$ cat config.mk
export PLATFORM = sky130hd
export DESIGN_NAME = toggle_event_rx
export DESIGN_NICKNAME = d
export VERILOG_FILES = /design/src/rtl/toggle_event_rx_pkg.sv /design/src/rtl/toggle_event_rx_sync.sv /design/src/rtl/toggle_event_rx.sv
export SDC_FILE = /design/constraint.sdc
export NUM_CORES = 1
export LEC_CHECK = 0
export ABC_CLOCK_PERIOD_IN_PS = 2150
export CAP_MARGIN = 20
export CORE_AREA = 8 8 47 49
export CTS_CLUSTER_DIAMETER = 120
export DETAILED_ROUTE_END_ITERATION = 10
export DIE_AREA = 0 0 55 57
export PLACE_DENSITY = 0.73
export REMOVE_ABC_BUFFERS = 1
export SYNTH_ARGS = -nofsm -noshare
export SYNTH_HDL_FRONTEND = slang
export SYNTH_SLANG_ARGS = --single-unit
$ cat constraint.sdc
create_clock -name clk -period 2.15 [get_ports clk]
set_input_delay 0.3225 -clock clk [delete_from_list [all_inputs] [get_ports clk]]
set_output_delay 0.3225 -clock clk [all_outputs]
set_load 0.1 [all_outputs]
$ cat src/rtl/toggle_event_rx_pkg.sv
// Shared constants for the toggle event link (transmitter and receiver).
package toggle_event_rx_pkg;

  localparam int SYNC_STAGES_MIN     = 2;
  localparam int SYNC_STAGES_MAX     = 4;
  localparam int SYNC_STAGES_DEFAULT = 2;

endpackage

$ cat src/rtl/toggle_event_rx_sync.sv
// N-stage synchronizer for the incoming toggle line; output is the last stage.
module toggle_sync
  import toggle_event_rx_pkg::*;
#(
  parameter int STAGES = SYNC_STAGES_DEFAULT
) (
  input  logic clk,
  input  logic async_reset_n,
  input  logic d,
  output logic q
);

  if (STAGES < SYNC_STAGES_MIN || STAGES > SYNC_STAGES_MAX) begin : g_bad_stages
    $error("toggle_sync: STAGES out of range");
  end

  logic [STAGES-1:0] sync_q;

  always_ff @(posedge clk or negedge async_reset_n) begin
    if (!async_reset_n) begin
      sync_q <= '0;
    end else begin
      sync_q <= {sync_q[STAGES-2:0], d};
    end
  end

  assign q = sync_q[STAGES-1];

endmodule

$ cat src/rtl/toggle_event_rx.sv
// Toggle-line event decoder: edge pulse, valid/ready flag, saturating count, sticky overrun.
module toggle_event_rx
  import toggle_event_rx_pkg::*;
#(
  parameter int SYNC_STAGES = SYNC_STAGES_DEFAULT,
  parameter int CNT_W       = 8
) (
  input  logic             clk,
  input  logic             async_reset_n,
  input  logic             t_in,
  input  logic             ev_ready,
  input  logic             clr,
  output logic             level,
  output logic             ev_pulse,
  output logic             ev_valid,
  output logic             overrun,
  output logic [CNT_W-1:0] ev_count
);

  localparam logic [CNT_W-1:0] CNT_MAX = '1;

  logic prev;
  logic edge_det;
  logic ovr_cond;

  toggle_sync #(.STAGES(SYNC_STAGES)) u_sync (
    .clk           (clk),
    .async_reset_n (async_reset_n),
    .d             (t_in),
    .q             (level)
  );

  assign edge_det = level ^ prev;
  assign ovr_cond = edge_det && ev_valid && !ev_ready;

  always_ff @(posedge clk or negedge async_reset_n) begin
    if (!async_reset_n) begin
      prev     <= 1'b0;
      ev_pulse <= 1'b0;
      ev_valid <= 1'b0;
      overrun  <= 1'b0;
      ev_count <= '0;
    end else begin
      prev     <= level;
      ev_pulse <= edge_det;

      // A new edge wins over an acceptance in the same cycle.
      if (edge_det) begin
        ev_valid <= 1'b1;
      end else if (ev_ready) begin
        ev_valid <= 1'b0;
      end

      // clr takes effect first, then the same cycle's event is applied on top.
      if (clr) begin
        overrun  <= ovr_cond;
        ev_count <= edge_det ? CNT_W'(1) : '0;
      end else begin
        if (ovr_cond) begin
          overrun <= 1'b1;
        end
        if (edge_det && ev_count != CNT_MAX) begin
          ev_count <= ev_count + CNT_W'(1);
        end
      end
    end
  end

endmodule

# Word-level counts from Yosys, hierarchy flattened
# Cells that the tools add are included.
[word_totals]
reg_bits = 14
inputBits = 5
out_inout_bits = 12
[op_classes]
addsub = 1
eq_ne = 1
muxes = 7
bitwise = 1
n_reduce_logical = 7
[ops]
columns = ["operator", "n"]
rows = [
  ["$mux W8", 2],
  ["$add A8 B1 Y8 const B", 1],
  ["$ne A8 B8 Y1 const B", 1],
  ["$reduce_bool A2 Y1", 3],
  ["$mux W1", 5],
  ["$logic_and A1 B1 Y1", 3],
  ["$logic_not A1 Y1", 1],
  ["$xor A1 B1 Y1", 1],
]

# Longest topological paths before layout
[logic_depth]
ltp_word = 5
mapped_depth = 5
ltp_nobuf = 5

# Cells and area by module
# A second synthesis with hierarchy kept.
[hier_totals]
hier_cells = 58
hier_area_um2 = 653.1
[modules_own_cells]
columns = ["module", "instances", "cells_per_inst", "area_each_um2", "seq_area_each_um2"]
rows = [
  ["toggle_event_rx", 1, 56, 603.1, 300.3],
  ["toggle_sync", 1, 2, 50.0, 50.0],
]

# Worst setup path before layout
# Ideal clock, no wire load.
[synth_timing]
kind = "flip-flop to flip-flop"
from = "register ev_count[0]"
to = "register ev_count[0]"
setup_time_ns = 0.142
arrival_ns = 2.050
required_ns = 2.008
slack_ns = -0.041
stages_incl_launch_ff = 6
path_buffers = 0
synth_period_minus_slack_ns = 2.191
path_cell_list = "dfrtp_1 > ha_1 > nand4_1 > or3_1 > a21oi_1 > a211oi_1"
[synth_via]
elab_chain_cells = 3
word_cells_on_any_way = 6
[synth_rtl]
columns = ["item", "line", "rtl"]
rows = [
  ["from (decl)", "toggle_event_rx.sv:17", "output logic [CNT_W-1:0] ev_count"],
  ["from (signal assigned)", "toggle_event_rx.sv:57", "ev_count <= edge_det ? CNT_W'(1) : '0;"],
  ["from (signal assigned)", "toggle_event_rx.sv:63", "ev_count <= ev_count + CNT_W'(1);"],
  ["$add A8 B1 Y8 / $ne A8 B8 Y1 (equally long branches)", "toggle_event_rx.sv:63, toggle_event_rx.sv:62", ""],
  ["$mux W8 / $logic_and A1 B1 Y1 (equally long branches)", "toggle_event_rx.sv:62", "if (edge_det && ev_count != CNT_MAX) begin"],
  ["$mux W8 / $reduce_bool A2 Y1 (equally long branches)", "--", ""],
]
# Several ways; a longest one is shown, not always the timed one. The select of a mux whose other input is x is not followed.
# A chain may end at the register's enable or synchronous reset.

# Worst setup path in the final report
[layout_timing]
from = "register ev_count[0]"
to = "register ev_count[5]"
# Same word-level chain as after synthesis.

==> results.cfg <==
[power_and_ir_drop]
finalPower_w = 0.000699
power.leakage_nw = 0.365
p_per_area_nw_per_um2 = 864
vdd.ir_drop.worst_mv = 0.529

[logic_synthesis]
synth.cell_area_um2 = 618
ys.flop_type = dfrtp_1
synth.distinct_cells = 27
synth_area_per_cell_um2 = 11.0
synth_top_area_share = 0.567
synth-seq-cells = 14
synth_edf_count = 0
ys_warn_count = 0
synth_top_cell_by_area = dfrtp_1
async_flop_share = 1.00
synthTopCellsByArea = dfrtp_1 57%, mux2i_1 4.9%, xnor2_2 2.6%
seq_area_frac_synth = 0.567
synth_cells = 56

[grt]
grtUsageMet1 = 0.114
antenna_found_initial = 0
grt_max_degree = 15
use_met3 = 0.0234
top_usage_layer = met2
grt_first_pass_wirelength_um = 2150
grt_use_met2 = 0.135
overflow = 0
grt_pass1_vias = 472
grt_use_total = 0.0895

[place]
post-dp-hpwl_um = 924
port_buffers = 16
gp_congestion = 0.834
dp.cells = 89

[clock_tree]
clkLatencyLatePin_ns = 0.29
cts_sinks = 14
cts.reportedPaths.clkPinSlew_ns = 0.10
clock_path_buffers = 2
cts_tree = done
post_cts_buffers = 0
cts_resized = 0
cts_root_buf = clkbuf_4
cts_made_buffers = 3
hold_buffers = 0
cts_max_level = 1

[layout]
drive_above_1_share = 0.263
antenna_cells = 0
num-nets-final = 83
areaGrowthSynthToFinish_pct = 31.0
nFillCells = 150
fin_cells = 93

[worst_setup_path]
cp_max_fo = 6
path_buf_inv = 0
crit_path_cell_trace = ha_1 > nand4_1 > o21ai_2 > or4_1 > a21oi_1
cp_top_family = simple AND/OR/NAND/NOR gates
cp-start-kind = register
cp.arrival_ns = 1.86
max_stage_delay_ns = 0.44
cp_slowest_cell = dfrtp_1
end_kind = register
worstSetupPathType = register to register
required_ns = 2.36

[timing]
layout_min_cycle_time_ns = 1.65
hold_violations = 0
max_slew_margin = 0.583
holdWs_ns = 0.359
slew_viol_final = 0
setup_viol = 0
rsz0062_at_grt = no
tightestPinTransition_ns = 0.624
clock_skew_ns = 0.0114
fmax_mhz = 605
fin_crit_sh = 0.769

[floorplan]
ioPinCount = 17
die_y_um = 57
start_util = 0.392
die_w_um = 55
rows = 15
coreArea_um2 = 1580
die_area_um2 = 3140

[detailed_routing]
routed_via_density = 5.19
drt-pass1-iter-count = 2
wire_per_inst_um = 13.6
drt_iter0_drc = 5
drt-total-wl_um = 1260
via_count = 483
drc = 0
ant_nets = 0

[min_path]
min_path_type = register to register

[outcome]
status = complete, no violations

[run]
maxCapViolations = 0
cell usage in the layout (no fill, tap or decap):
cell type        count
dfrtp_1             14
buf_4               13
nand2_1              4
nor2_1               4
clkdlybuf4s50_1      4
mux2i_1              3
a21oi_1              3
clkbuf_4             3
inv_1                2
nand2b_1             2
nand3_1              2
nand4_1              2
nor3b_1              2
or3_1                2
xnor2_2              1
clkinv_2             1
o22ai_1              1
nor4_1               1
a31oi_1              1
o21a_1               1
o21ai_2              1
o31ai_1              1
or4_1                1
and3_1               1
o211ai_1             1
xor2_1               1
o21ai_1              1
a211oi_1             1
ha_1                 1
clkbuf_8             1
flip-flops by register name, indices dropped and copies added, names as in the netlist:
signal,cells
prev,1
ev_count,8
u_sync.sync_q,2
overrun,1
ev_pulse,1
ev_valid,1
logic make-up after synthesis:
kind of cell / synth area share
AO/OA/AOI/OAI: 0.115
adder cells (fa/ha/maj): 0.0202
XOR/XNOR: 0.0405
multiplexers: 0.0486
flip-flops: 0.567
buffers and inverters: 0.0263
AND/OR/NAND/NOR: 0.182
final timing paths:
check / from / to / slack (ns) / depth (start not counted)
worst max-delay path: ev_count[0]$_DFFE_PN0P_ / ev_count[5]$_DFFE_PN0P_ / 0.50 / 5
worst min-delay path: u_sync.sync_q[0]$_DFF_PN0_ / u_sync.sync_q[1]$_DFF_PN0_ / 0.36 / 0
worst max register to register: ev_count[0]$_DFFE_PN0P_ / ev_count[5]$_DFFE_PN0P_ / 0.50 / 5
worst min register to register: u_sync.sync_q[0]$_DFF_PN0_ / u_sync.sync_q[1]$_DFF_PN0_ / 0.36 / 0
max in group asynchronous: async_reset_n / ev_count[7]$_DFFE_PN0P_ / 1.32 / 1
min in group asynchronous: async_reset_n / ev_count[3]$_DFFE_PN0P_ / 0.41 / 1
final cells by class:
type	instances	area, um2	share of cell area
well taps	17	21.3	0.0263
flip-flops and latches	14	350	0.433
multi-input cells	38	251	0.311
repair buffers	17	138	0.170
inverters	3	12.5	0.0155
clock buffers	4	36.3	0.0448
report_power, final:
group	internal (W)	total, W	switching [W]
Sequential	0.000281	0.000297	0.0000162
Combinational	0.0000470	0.000207	0.000160
Clock	0.000103	0.000195	0.0000918
Total	0.000431	0.000699	0.000268
routing by layer:
metal,vias up,part of all wire
met5,-,0
met1,228,0.48
li1,240,-
met2,13,0.45
met3,2,0.052
met4,0,0.013
stage by stage:
step	TNS, ns	util	worst slack, ns	area (um2)
6_report	0	0.513	0.497	810
5_1_grt	0	0.513	0.434	810
4_1_cts	0	0.513	0.516	810
3_5_place_dp	0	0.490	0.531	773
3_3_place_gp	0	0.490	0.615	773
2_1_floorplan	-0.0384	-	-0.0384	614
Yosys cell counts, types with 2 or more instances:
library cell,count
a21oi_1,3
nand2b_1,2
or3_1,2
dfrtp_1,14
mux2i_1,3
nand2_1,4
nor3b_1,2
nand3_1,2
inv_1,2
nand4_1,2
nor2_1,4
worst reg2reg max path, stage by stage (launching register included):
cell     delay [ns]
dfrtp_1        0.44
ha_1           0.25
nand4_1        0.19
o21ai_2        0.13
or4_1          0.41
a21oi_1        0.15
No activity file was read; power rests on OpenSTA's default activity.
